$ cat config.mk
export PLATFORM = sky130hd
export DESIGN_NAME = maxpool2d_flat
export DESIGN_NICKNAME = d
export VERILOG_FILES = /design/src/rtl/maxpool2d_if.sv /design/src/rtl/maxpool2d.sv /design/src/flat_wrapper.sv
export SDC_FILE = /design/constraint.sdc
export NUM_CORES = 1
export LEC_CHECK = 0
export CAP_MARGIN = 40
export CORE_ASPECT_RATIO = 0.8
export CORE_MARGIN = 2
export CORE_UTILIZATION = 56
export DETAILED_ROUTE_END_ITERATION = 16
export HOLD_SLACK_MARGIN = 0.02
export PLACE_DENSITY = 0.85
export SKIP_LAST_GASP = 1
export SLEW_MARGIN = 20
export SYNTH_ARGS = -nofsm -noshare
export SYNTH_HDL_FRONTEND = slang
export SYNTH_SLANG_ARGS = --single-unit
$ cat constraint.sdc
create_clock -name clk -period 6.2 [get_ports clk]
set_input_delay 0.93 -clock clk [delete_from_list [all_inputs] [get_ports clk]]
set_output_delay 0.93 -clock clk [all_outputs]
set_load 0.03 [all_outputs]
$ cat src/rtl/maxpool2d_if.sv
// Bus bundle for maxpool2d: start/done control, BRAM read port and BRAM write port.
// Address widths follow from the feature-map geometry parameters.
interface maxpool2d_if #(
  parameter int unsigned DATA_WIDTH = 16,
  parameter int unsigned CHANNELS   = 1,
  parameter int unsigned IN_SIZE    = 28,
  parameter int unsigned POOL       = 2
);
  localparam int unsigned OUT_SIZE = IN_SIZE / POOL;
  localparam int unsigned IN_N     = CHANNELS * IN_SIZE * IN_SIZE;
  localparam int unsigned OUT_N    = CHANNELS * OUT_SIZE * OUT_SIZE;
  localparam int unsigned IN_AW    = ($clog2(IN_N) > 0) ? $clog2(IN_N) : 1;
  localparam int unsigned OUT_AW   = ($clog2(OUT_N) > 0) ? $clog2(OUT_N) : 1;

  logic                  start;
  logic [IN_AW-1:0]      in_addr;
  logic                  in_en;
  logic [DATA_WIDTH-1:0] in_q;
  logic [OUT_AW-1:0]     out_addr;
  logic                  out_en;
  logic                  out_we;
  logic [DATA_WIDTH-1:0] out_d;
  logic                  done;

  modport master (
    input  start, in_q,
    output in_addr, in_en, out_addr, out_en, out_we, out_d, done
  );

  modport slave (
    output start, in_q,
    input  in_addr, in_en, out_addr, out_en, out_we, out_d, done
  );
endinterface

$ cat src/rtl/maxpool2d.sv
// Non-overlapping POOLxPOOL signed max pooling from a 1-cycle-latency BRAM into an output BRAM.
// Optional fused ReLU on the pooled value when MAXPOOL_RELU_EN is defined.
module maxpool2d #(
  parameter int unsigned DATA_WIDTH = 16,
  parameter int unsigned CHANNELS   = 1,
  parameter int unsigned IN_SIZE    = 28,
  parameter int unsigned POOL       = 2
) (
  input logic         clk,
  input logic         reset,
  maxpool2d_if.master bus
);
  localparam int unsigned OUT_SIZE = IN_SIZE / POOL;
  localparam int unsigned IN_N     = CHANNELS * IN_SIZE * IN_SIZE;
  localparam int unsigned OUT_N    = CHANNELS * OUT_SIZE * OUT_SIZE;
  localparam int unsigned IN_AW    = ($clog2(IN_N) > 0) ? $clog2(IN_N) : 1;
  localparam int unsigned OUT_AW   = ($clog2(OUT_N) > 0) ? $clog2(OUT_N) : 1;
  localparam int unsigned KW       = ($clog2(POOL) > 0) ? $clog2(POOL) : 1;
  localparam int unsigned OW       = ($clog2(OUT_SIZE) > 0) ? $clog2(OUT_SIZE) : 1;
  localparam int unsigned CW       = ($clog2(CHANNELS) > 0) ? $clog2(CHANNELS) : 1;

  localparam logic [KW-1:0] K_LAST  = KW'(POOL - 1);
  localparam logic [OW-1:0] O_LAST  = OW'(OUT_SIZE - 1);
  localparam logic [CW-1:0] CH_LAST = CW'(CHANNELS - 1);

  typedef enum logic [2:0] {StIdle, StRead, StDrain, StWrite, StDone} state_e;

  state_e                  state_q, state_d;
  logic [KW-1:0]           kr_q, kr_d, kc_q, kc_d;
  logic [OW-1:0]           orow_q, orow_d, ocol_q, ocol_d;
  logic [CW-1:0]           ch_q, ch_d;
  logic [OUT_AW-1:0]       out_idx_q, out_idx_d;
  logic                    done_q, done_d;
  logic                    vld_q, first_q;
  logic signed [DATA_WIDTH-1:0] max_q;
  logic                    rd_en;
  logic                    last_win;
  int unsigned             rd_row, rd_col, rd_addr;

  assign rd_en    = (state_q == StRead);
  assign last_win = (ch_q == CH_LAST) && (orow_q == O_LAST) && (ocol_q == O_LAST);

  always_ff @(posedge clk) begin
    if (reset) begin
      state_q   <= StIdle;
      kr_q      <= '0;
      kc_q      <= '0;
      orow_q    <= '0;
      ocol_q    <= '0;
      ch_q      <= '0;
      out_idx_q <= '0;
      done_q    <= 1'b0;
    end else begin
      state_q   <= state_d;
      kr_q      <= kr_d;
      kc_q      <= kc_d;
      orow_q    <= orow_d;
      ocol_q    <= ocol_d;
      ch_q      <= ch_d;
      out_idx_q <= out_idx_d;
      done_q    <= done_d;
    end
  end

  always_comb begin
    state_d   = state_q;
    kr_d      = kr_q;
    kc_d      = kc_q;
    orow_d    = orow_q;
    ocol_d    = ocol_q;
    ch_d      = ch_q;
    out_idx_d = out_idx_q;
    done_d    = done_q;
    unique case (state_q)
      StIdle: begin
        if (bus.start) begin
          state_d   = StRead;
          kr_d      = '0;
          kc_d      = '0;
          orow_d    = '0;
          ocol_d    = '0;
          ch_d      = '0;
          out_idx_d = '0;
          done_d    = 1'b0;
        end
      end
      StRead: begin
        // Row-major window scan: kc inner, kr outer.
        if (kc_q == K_LAST) begin
          kc_d = '0;
          if (kr_q == K_LAST) begin
            kr_d    = '0;
            state_d = StDrain;
          end else begin
            kr_d = kr_q + 1'b1;
          end
        end else begin
          kc_d = kc_q + 1'b1;
        end
      end
      StDrain: state_d = StWrite;
      StWrite: begin
        out_idx_d = out_idx_q + 1'b1;
        if (last_win) begin
          orow_d    = '0;
          ocol_d    = '0;
          ch_d      = '0;
          out_idx_d = '0;
          state_d   = StDone;
        end else begin
          state_d = StRead;
          if (ocol_q == O_LAST) begin
            ocol_d = '0;
            if (orow_q == O_LAST) begin
              orow_d = '0;
              ch_d   = ch_q + 1'b1;
            end else begin
              orow_d = orow_q + 1'b1;
            end
          end else begin
            ocol_d = ocol_q + 1'b1;
          end
        end
      end
      StDone: begin
        done_d  = 1'b1;
        state_d = StIdle;
      end
      default: state_d = StIdle;
    endcase
  end

  // Read data trails in_en by one cycle; the first datum of a window seeds the max.
  always_ff @(posedge clk) begin
    if (reset) begin
      vld_q   <= 1'b0;
      first_q <= 1'b0;
      max_q   <= '0;
    end else begin
      vld_q   <= rd_en;
      first_q <= rd_en && (kr_q == '0) && (kc_q == '0);
      if (vld_q && (first_q || ($signed(bus.in_q) > max_q))) begin
        max_q <= bus.in_q;
      end
    end
  end

  always_comb begin
    rd_row  = 32'(orow_q) * POOL + 32'(kr_q);
    rd_col  = 32'(ocol_q) * POOL + 32'(kc_q);
    rd_addr = (32'(ch_q) * IN_SIZE + rd_row) * IN_SIZE + rd_col;
  end

  assign bus.in_addr  = IN_AW'(rd_addr);
  assign bus.in_en    = rd_en;
  assign bus.out_addr = out_idx_q;
  assign bus.out_en   = (state_q == StWrite);
  assign bus.out_we   = (state_q == StWrite);
  assign bus.done     = done_q;

`ifdef MAXPOOL_RELU_EN
  assign bus.out_d = max_q[DATA_WIDTH-1] ? '0 : max_q;
`else
  assign bus.out_d = max_q;
`endif

endmodule

$ cat src/flat_wrapper.sv
// flat-port wrapper written by rule: the top's interface ports become plain ports
module maxpool2d_flat 
#(
  parameter int unsigned DATA_WIDTH = 16,
  parameter int unsigned CHANNELS   = 1,
  parameter int unsigned IN_SIZE    = 28,
  parameter int unsigned POOL       = 2
)
  (clk, reset, bus_start, bus_in_q, bus_in_addr, bus_in_en, bus_out_addr, bus_out_en, bus_out_we, bus_out_d, bus_done);
  maxpool2d_if #(.DATA_WIDTH(DATA_WIDTH), .CHANNELS(CHANNELS), .IN_SIZE(IN_SIZE), .POOL(POOL)) bus_i ();
  input logic clk;
  input logic reset;
  input wire logic [$bits(bus_i.start)-1:0] bus_start;
  input wire logic [$bits(bus_i.in_q)-1:0] bus_in_q;
  output wire logic [$bits(bus_i.in_addr)-1:0] bus_in_addr;
  output wire logic [$bits(bus_i.in_en)-1:0] bus_in_en;
  output wire logic [$bits(bus_i.out_addr)-1:0] bus_out_addr;
  output wire logic [$bits(bus_i.out_en)-1:0] bus_out_en;
  output wire logic [$bits(bus_i.out_we)-1:0] bus_out_we;
  output wire logic [$bits(bus_i.out_d)-1:0] bus_out_d;
  output wire logic [$bits(bus_i.done)-1:0] bus_done;
  assign bus_i.start = bus_start;
  assign bus_i.in_q = bus_in_q;
  assign bus_in_addr = bus_i.in_addr;
  assign bus_in_en = bus_i.in_en;
  assign bus_out_addr = bus_i.out_addr;
  assign bus_out_en = bus_i.out_en;
  assign bus_out_we = bus_i.out_we;
  assign bus_out_d = bus_i.out_d;
  assign bus_done = bus_i.done;
  maxpool2d #(.DATA_WIDTH(DATA_WIDTH), .CHANNELS(CHANNELS), .IN_SIZE(IN_SIZE), .POOL(POOL)) u_core (.clk(clk), .reset(reset), .bus(bus_i));
endmodule
==> summary.txt, run 1 <==
Clocking
  – Clock latency on the worst-skew pair: 0.30 ns
  – Post-CTS sizing: 0
  – TritonCTS clock tree: done
  – Post-CTS Setup Bufs: 0
  – TritonCTS Buffers: 5
  – Longest Clk Path Bufs: 2
  – CTS Sinks: 41
  – Reg clk slew, reported paths: 0.08 ns
  – Root Buffer: clkbuf_8
  – CTS H-Tree Depth: 2
  – Cts hold-fix bufs: 0

Worst hold path
  – Worst Hold Class: flip-flop to flip-flop
  – Hold path start: u_core.bus.out_addr[7]

Logic synthesis
  – Syn_area_per_cell: 8.66 sq um
  – Synth unique cells: 42
  – Mapped Cells: 333
  – Register area share after synthesis: 28.4%
  – Mapped Area: 0.00289 sq mm
  – Yosys warning total: 0
  – Synth Register Bits: 41
  – Syn nets: 394

Floorplan
  – Starting Density: 58.0%
  – Num rows: 23
  – Die Footprint: 0.00575 sq mm
  – Ports: 57
  – Die span in x: 84.3 microns
  – Die Y: 68.2 microns
  – Core Footprint: 0.00498 sq mm

STA
  – Achievable frequency: 194 MHz
  – Setup violations, final: 0
  – Final hold viol count: 0
  – Unrepaired setup endpoints after global routing: no
  – Worst-Margin Slew: 0.771 ns
  – Final Skew: 0.00999 ns
  – Final Cycle Share: 83.0%
  – Minimum clock period: 5.14 ns
  – Relative slew slack: 48.6%
  – Final slew viol count: 0
  – Final setup TNS: 0 ns

Setup path
  – Critical path arrival: 4.21 ns
  – Crit end category: primary output
  – Worst R2R Setup Slack: 3.73 ns
  – CP Launch Type: flip-flop
  – Max FO, Critical Path: 5
  – Worst R2R Start: u_core.bus.out_d[14]
  – Crit. Startpoint: u_core.ch_q
  – Critical path class: flip-flop to primary output
  – Req. time, crit path: 5.27 ns

Finish
  – P&R area growth vs syn: 23.9%
  – Final core utilization: 71.8%
  – Share of cells above drive strength 1: 4.92%
  – Design area: 0.00357 sq mm
  – Final nets: 446
  – Final std cells w/o fill: 448
  – Antenna Cells: 0

Detailed routing
  – TritonRoute pass-1 iters: 4
  – Routed WL per cell: 13.1 microns
  – Routed vias: 2399
  – Via-per-instance ratio: 5.35
  – DRT iter0 DRCs: 90
  – Final ANT Viol Nets: 0
  – Drt total wl: 5880 microns
  – DRC: 0

Global routing
  – Vias in the first global route: 2220
  – First-pass GRT wire length: 9960 microns
  – Antenna violations before repair: 0
  – All-Layer GR Usage: 21.6%
  – Total grt overflow: 0
  – Largest net degree at the start of global routing: 54

Place
  – Final RePlAce weighted congestion: 0.826
  – DP Cell Count: 440
  – Dpl cell area: 0.00346 sq mm
  – Dpl hpwl: 4290 microns
  – Port Buf Inserts: 56

Pwr
  – Tot Pwr: 0.727 mW
  – P_leak: 1.49 nW
  – Peak supply drop: 0.000142 V
  – Power Dens Cells: 204 mW/mm^2

Flow run
  – Max_cap viols: 0

Run status
  – Status: finished clean
==> worst max-delay path, cell delays in order (launching register included) <==
cell and delay [ns]:
dfxtp_1 0.42, ha_1 0.20, inv_1 0.05, fa_1 0.55
fa_1 0.55, inv_1 0.07, fa_1 0.45, xor2_1 0.29
nand2_1 0.09, nor2_1 0.16, nand3_1 0.11, xor2_1 0.18
xnor2_1 0.13, clkdlybuf4s50_1 0.68
==> flip-flops by register name, summed over array words and instances (netlist names) <==
| signal | cells |
|---|---|
| u_core.bus.out_d | 16 |
| u_core.bus.out_addr | 8 |
| u_core.ocol_q | 4 |
| u_core.orow_q | 4 |
| u_core.state_q | 3 |
| u_core.bus.done | 1 |
| u_core.ch_q | 1 |
| u_core.first_q | 1 |
| u_core.kc_q | 1 |
| u_core.kr_q | 1 |
| u_core.vld_q | 1 |
==> routing by layer <==
metal	part of all wire (%)	track usage [%]	routed length, microns	vias up
li1	-	-	-	1221
met5	0	0	0	-
met2	45	35.6	2670	58
met3	5.0	4.10	294	8
met4	0.85	7.26	50	0
met1	49	28.8	2870	1112
==> cell usage in the layout, fill, tap and decap left out, types with 3 or more instances in the layout <==
cell type / instances
fa_1: 8
nand3_1: 7
xor2_1: 7
nor2_1: 31
dfxtp_1: 41
nand2_1: 17
nand4_1: 3
o21ai_1: 4
and3_1: 3
o21ai_0: 7
a21o_1: 8
nor3_1: 5
clkdlybuf4s50_1: 56
nor4_1: 3
ha_1: 34
a22oi_1: 3
a311oi_1: 3
nand2b_1: 33
nor3b_1: 4
clkbuf_8: 6
a21oi_1: 24
inv_1: 37
xnor2_1: 7
mux2i_1: 16
==> where the power goes <==
part           switching [mW]  total (mW)  internal (mW)
Clock                  0.0951       0.227          0.131
Combinational           0.119       0.210         0.0909
Sequential             0.0149       0.291          0.276
==> stage by stage <==
| step | setup WS (ns) | hold WS, ns |
|---|---|---|
| 2_1_floorplan | 1.84 | 0.480 |
| 3_3_place_gp | 1.45 | 0.470 |
| 3_5_place_dp | 1.34 | 0.479 |
| 4_1_cts | 1.00 | 0.490 |
| 5_1_grt | 0.759 | 0.513 |
| 6_report | 1.06 | 0.489 |
==> kinds of logic (layout without fill, tap and decap cells) <==
logic type / count (synthesis) / in the layout / share of synthesized area, %
simple gates: 114 / 114 / 21.0
compound gates: 57 / 57 / 13.1
buf+inv: 49 / 102 / 7.37
mux: 16 / 16 / 5.55
fa+ha+maj: 42 / 42 / 20.3
flops: 41 / 41 / 28.4
xor+xnor: 14 / 14 / 4.25
==> cell usage after synthesis <==
cell type  number  area (sq um)
a2111oi_1       1          10.0
a211oi_1        1          7.51
a21o_1          8          60.1
a21oi_1        24           120
a21oi_2         1          8.76
a21oi_4         1          16.3
a22oi_1         3          22.5
a311oi_1        3          26.3
a31o_1          1          8.76
a31oi_4         1          21.3
a41oi_1         1          8.76
and3_1          3          18.8
buf_12          1          20.0
buf_2           1          5.00
buf_4           3          22.5
clkbuf_1        7          26.3
dfxtp_1        41           821
fa_1            8           160
ha_1           34           425
inv_1          37           139
mux2i_1        16           160
nand2_1        17          63.8
nand2_2         1          6.26
nand2b_1       33           206
nand3_1         7          35.0
nand4_1         3          18.8
nand4_2         1          12.5
nor2_1         31           116
nor2_2          1          6.26
nor2_4          1          11.3
nor2b_1         1          6.26
nor3_1          5          25.0
nor3b_1         4          30.0
nor4_1          3          18.8
nor4_2          1          12.5
o21ai_0         7          35.0
o21ai_1         4          20.0
o31ai_2         1          12.5
or2_2           1          6.26
or3b_4          1          11.3
xnor2_1         7          61.3
xor2_1          7          61.3
==> path summary, 6_finish.rpt <==
| path | to | cells after the start |
|---|---|---|
| worst max-delay path | bus_in_addr[9] | 13 |
| worst min-delay path | u_core.bus.out_addr[7] | 1 |
| worst max register to register | u_core.bus.out_d[1] | 8 |
| worst min register to register | u_core.bus.out_addr[7] | 1 |
==> area by class of cell <==
class	count	area [sq um]
timing repair buffer	57	568
multi-input combinational	243	1850
fill	365	1410
sequential	41	821
inverter	37	139
tap	62	77.6
clock buffer	7	86.3
clock inverter	1	30.0
No activity file was read; power rests on OpenSTA's default activity.
==> run 2: changes to the inputs <==
--- a/config.mk
+++ b/config.mk
@@ -8,10 +8,10 @@
 export CAP_MARGIN = 40
 export CORE_ASPECT_RATIO = 0.8
 export CORE_MARGIN = 2
-export CORE_UTILIZATION = 56
+export CORE_UTILIZATION = 47
 export DETAILED_ROUTE_END_ITERATION = 16
 export HOLD_SLACK_MARGIN = 0.02
-export PLACE_DENSITY = 0.85
+export PLACE_DENSITY = 0.76
 export SKIP_LAST_GASP = 1
 export SLEW_MARGIN = 20
 export SYNTH_ARGS = -nofsm -noshare
==> constraint.sdc (replaced) <==
create_clock -name clk -period 4.14 [get_ports clk]
set_input_delay 0.621 -clock clk [delete_from_list [all_inputs] [get_ports clk]]
set_output_delay 0.621 -clock clk [all_outputs]
set_load 0.03 [all_outputs]
==> run 2 against run 1 <==
Effect of this change:
- die area grew 18%
- routed wire length is 2.4% higher
- combinational power rose by 54%
- critical path depth rose by 1
- utilization down 9.0 points
- count of clock-buffer cells in the layout rose by 1
- final cell count grew 5.6%
- worst setup slack got worse by 1.0 ns
- register-to-register slack got worse by 2.0 ns
- total power is 39% higher
- non-clock buffer count up 6
- sequential share of layout area fell by 0.66 points
- critical path type unchanged
- highest routed layer unchanged
==> summary.txt, run 2 (synthesized netlist as in run 1, its figures left out) <==
Detailed routing
  – Via-per-instance ratio: 5.14
  – Routed WL per cell: 12.7 microns
  – DRT iter0 DRCs: 66
  – TritonRoute pass-1 iters: 4
  – Routed vias: 2432
  – Drt total wl: 6020 microns
  – Final ANT Viol Nets: 0
  – DRC: 0

Run status
  – Status: finished clean

Place
  – Port Buf Inserts: 56
  – Dpl hpwl: 4390 microns
  – Dpl cell area: 0.00348 sq mm
  – Final RePlAce weighted congestion: 0.857

Finish
  – Final core utilization: 62.8%
  – Most common cell after layout, fill and taps aside: clkdlybuf4s50_1
  – Share of cells above drive strength 1: 11.7%
  – Final nets: 452
  – Antenna Cells: 0
  – Max reg flops: 16
  – P&R area growth vs syn: 28.7%
  – Most frequent cells in the layout: clkdlybuf4s50_1 (52), dfxtp_1 (39), inv_1 (33), nand2b_1 (33), ha_1 (31)
  – Design area: 0.00371 sq mm

Global routing
  – Antenna violations before repair: 0
  – First-pass GRT wire length: 10300 microns
  – Total grt overflow: 0
  – All-Layer GR Usage: 18.5%
  – Largest net degree at the start of global routing: 37
  – Vias in the first global route: 2375

Setup path
  – Critical path arrival: 3.46 ns
  – Max FO, Critical Path: 3
  – Critical path class: flip-flop to primary output
  – Crit path max-delay family: adder cells
  – CP Launch Type: flip-flop
  – Worst Path Buf+Inv: 4
  – Slowest stage cell, crit path: fa_1
  – Max stage delay on crit path: 0.56 ns
  – Crit end category: primary output
  – Req. time, crit path: 3.52 ns
  – CP cell instances: ha_4 -> inv_2 -> fa_2 -> buf_6 -> fa_1 -> inv_2 -> ha_4 -> xor2_2 -> nand2_1 -> nor2_2 -> nand3_2 -> xor2_2 -> xnor2_1 -> buf_4

STA
  – Final Cycle Share: 98.7%
  – Unrepaired setup endpoints after global routing: yes
  – Setup violations, final: 0
  – Worst-Margin Slew: 0.747 ns
  – Relative slew slack: 50.2%
  – Achievable frequency: 245 MHz
  – Final slew viol count: 0
  – Final hold viol count: 0
  – Minimum clock period: 4.08 ns
  – Final Skew: 0.00178 ns

Clocking
  – TritonCTS Buffers: 5
  – Longest Clk Path Bufs: 2
  – CTS Sinks: 41
  – CTS H-Tree Depth: 2
  – TritonCTS clock tree: done
  – Clock latency on the worst-skew pair: 0.29 ns
  – Reg clk slew, reported paths: 0.07 ns
  – Root Buffer: clkbuf_8
  – Cts hold-fix bufs: 0

Floorplan
  – Die span in x: 91.6 microns
  – Starting Density: 48.8%
  – Die Y: 74.1 microns
  – Core Footprint: 0.00591 sq mm
  – Die Footprint: 0.00679 sq mm
  – Ports: 57
  – Num rows: 25

Pwr
  – P_leak: 1.53 nW
  – Peak supply drop: 0.000162 V
  – Tot Pwr: 1.01 mW
  – Power Dens Cells: 272 mW/mm^2

Flow run
  – Max_cap viols: 0

Worst hold path
  – Worst Hold Class: flip-flop to flip-flop
-- run 2: worst paths after layout --
kind	from	to	slack (ns)	depth (start not counted)
max	u_core.ch_q	bus_in_addr[9]	0.06	14
min	u_core.bus.out_d[10]	u_core.bus.out_d[10]	0.49	2
max reg2reg	u_core.bus.out_d[14]	u_core.bus.out_d[2]	1.73	8
min reg2reg	u_core.bus.out_d[10]	u_core.bus.out_d[10]	0.49	2
-- run 2: where the power goes --
part | internal [mW] | total [mW] | switching [mW] | leakage, nW
Combinational | 0.142 | 0.323 | 0.181 | 1.16
Clock | 0.120 | 0.252 | 0.132 | 0.0395
Sequential | 0.413 | 0.435 | 0.0219 | 0.334
Total | 0.675 | 1.01 | 0.335 | 1.53
-- run 2: metal layers --
| metal | routed length (microns) | part of all wire (%) | up-vias | global-route usage [%] |
|---|---|---|---|---|
| met5 | 0 | 0 | - | 0 |
| met4 | 47 | 0.78 | 0 | 4.55 |
| met3 | 249 | 4.1 | 8 | 3.55 |
| met2 | 2820 | 47 | 49 | 31.8 |
| met1 | 2910 | 48 | 1133 | 24.4 |
| li1 | - | - | 1242 | - |
-- run 2: tightest hold or removal path, cell delays in order, from the launching register on --
cell      delay [ns]
dfxtp_1         0.32
nand2b_1        0.07
mux2i_1         0.06
-- run 2: area by class of cell --
class / count / area, sq um
fillers: 502 / 2200
repair buffers: 63 / 616
inverters: 37 / 139
flip-flops and latches: 41 / 828
well taps: 81 / 101
multi-input cells: 243 / 1950
clock buffers: 8 / 80.1
-- run 2: repair_timing --
item,4_1_cts,5_1_grt
gates resized for setup,5,21
hold endpoints to repair,0,0
setup endpoints to repair,3,5
setup buffers,1,3
pin swaps,3,10
-- run 2: metrics by stage --
| step | worst slack (ns) | std cells | TNS [ns] | hold slack, ns |
|---|---|---|---|---|
| 2_1_floorplan | 0.0843 | 333 | 0 | 0.480 |
| 3_3_place_gp | 0.182 | 460 | 0 | 0.471 |
| 3_5_place_dp | 0.0768 | 460 | 0 | 0.481 |
| 4_1_cts | -0.154 | 469 | -0.154 | 0.495 |
| 5_1_grt | -0.121 | 473 | -0.121 | 0.510 |
| 6_report | 0.0558 | 473 | 0 | 0.491 |
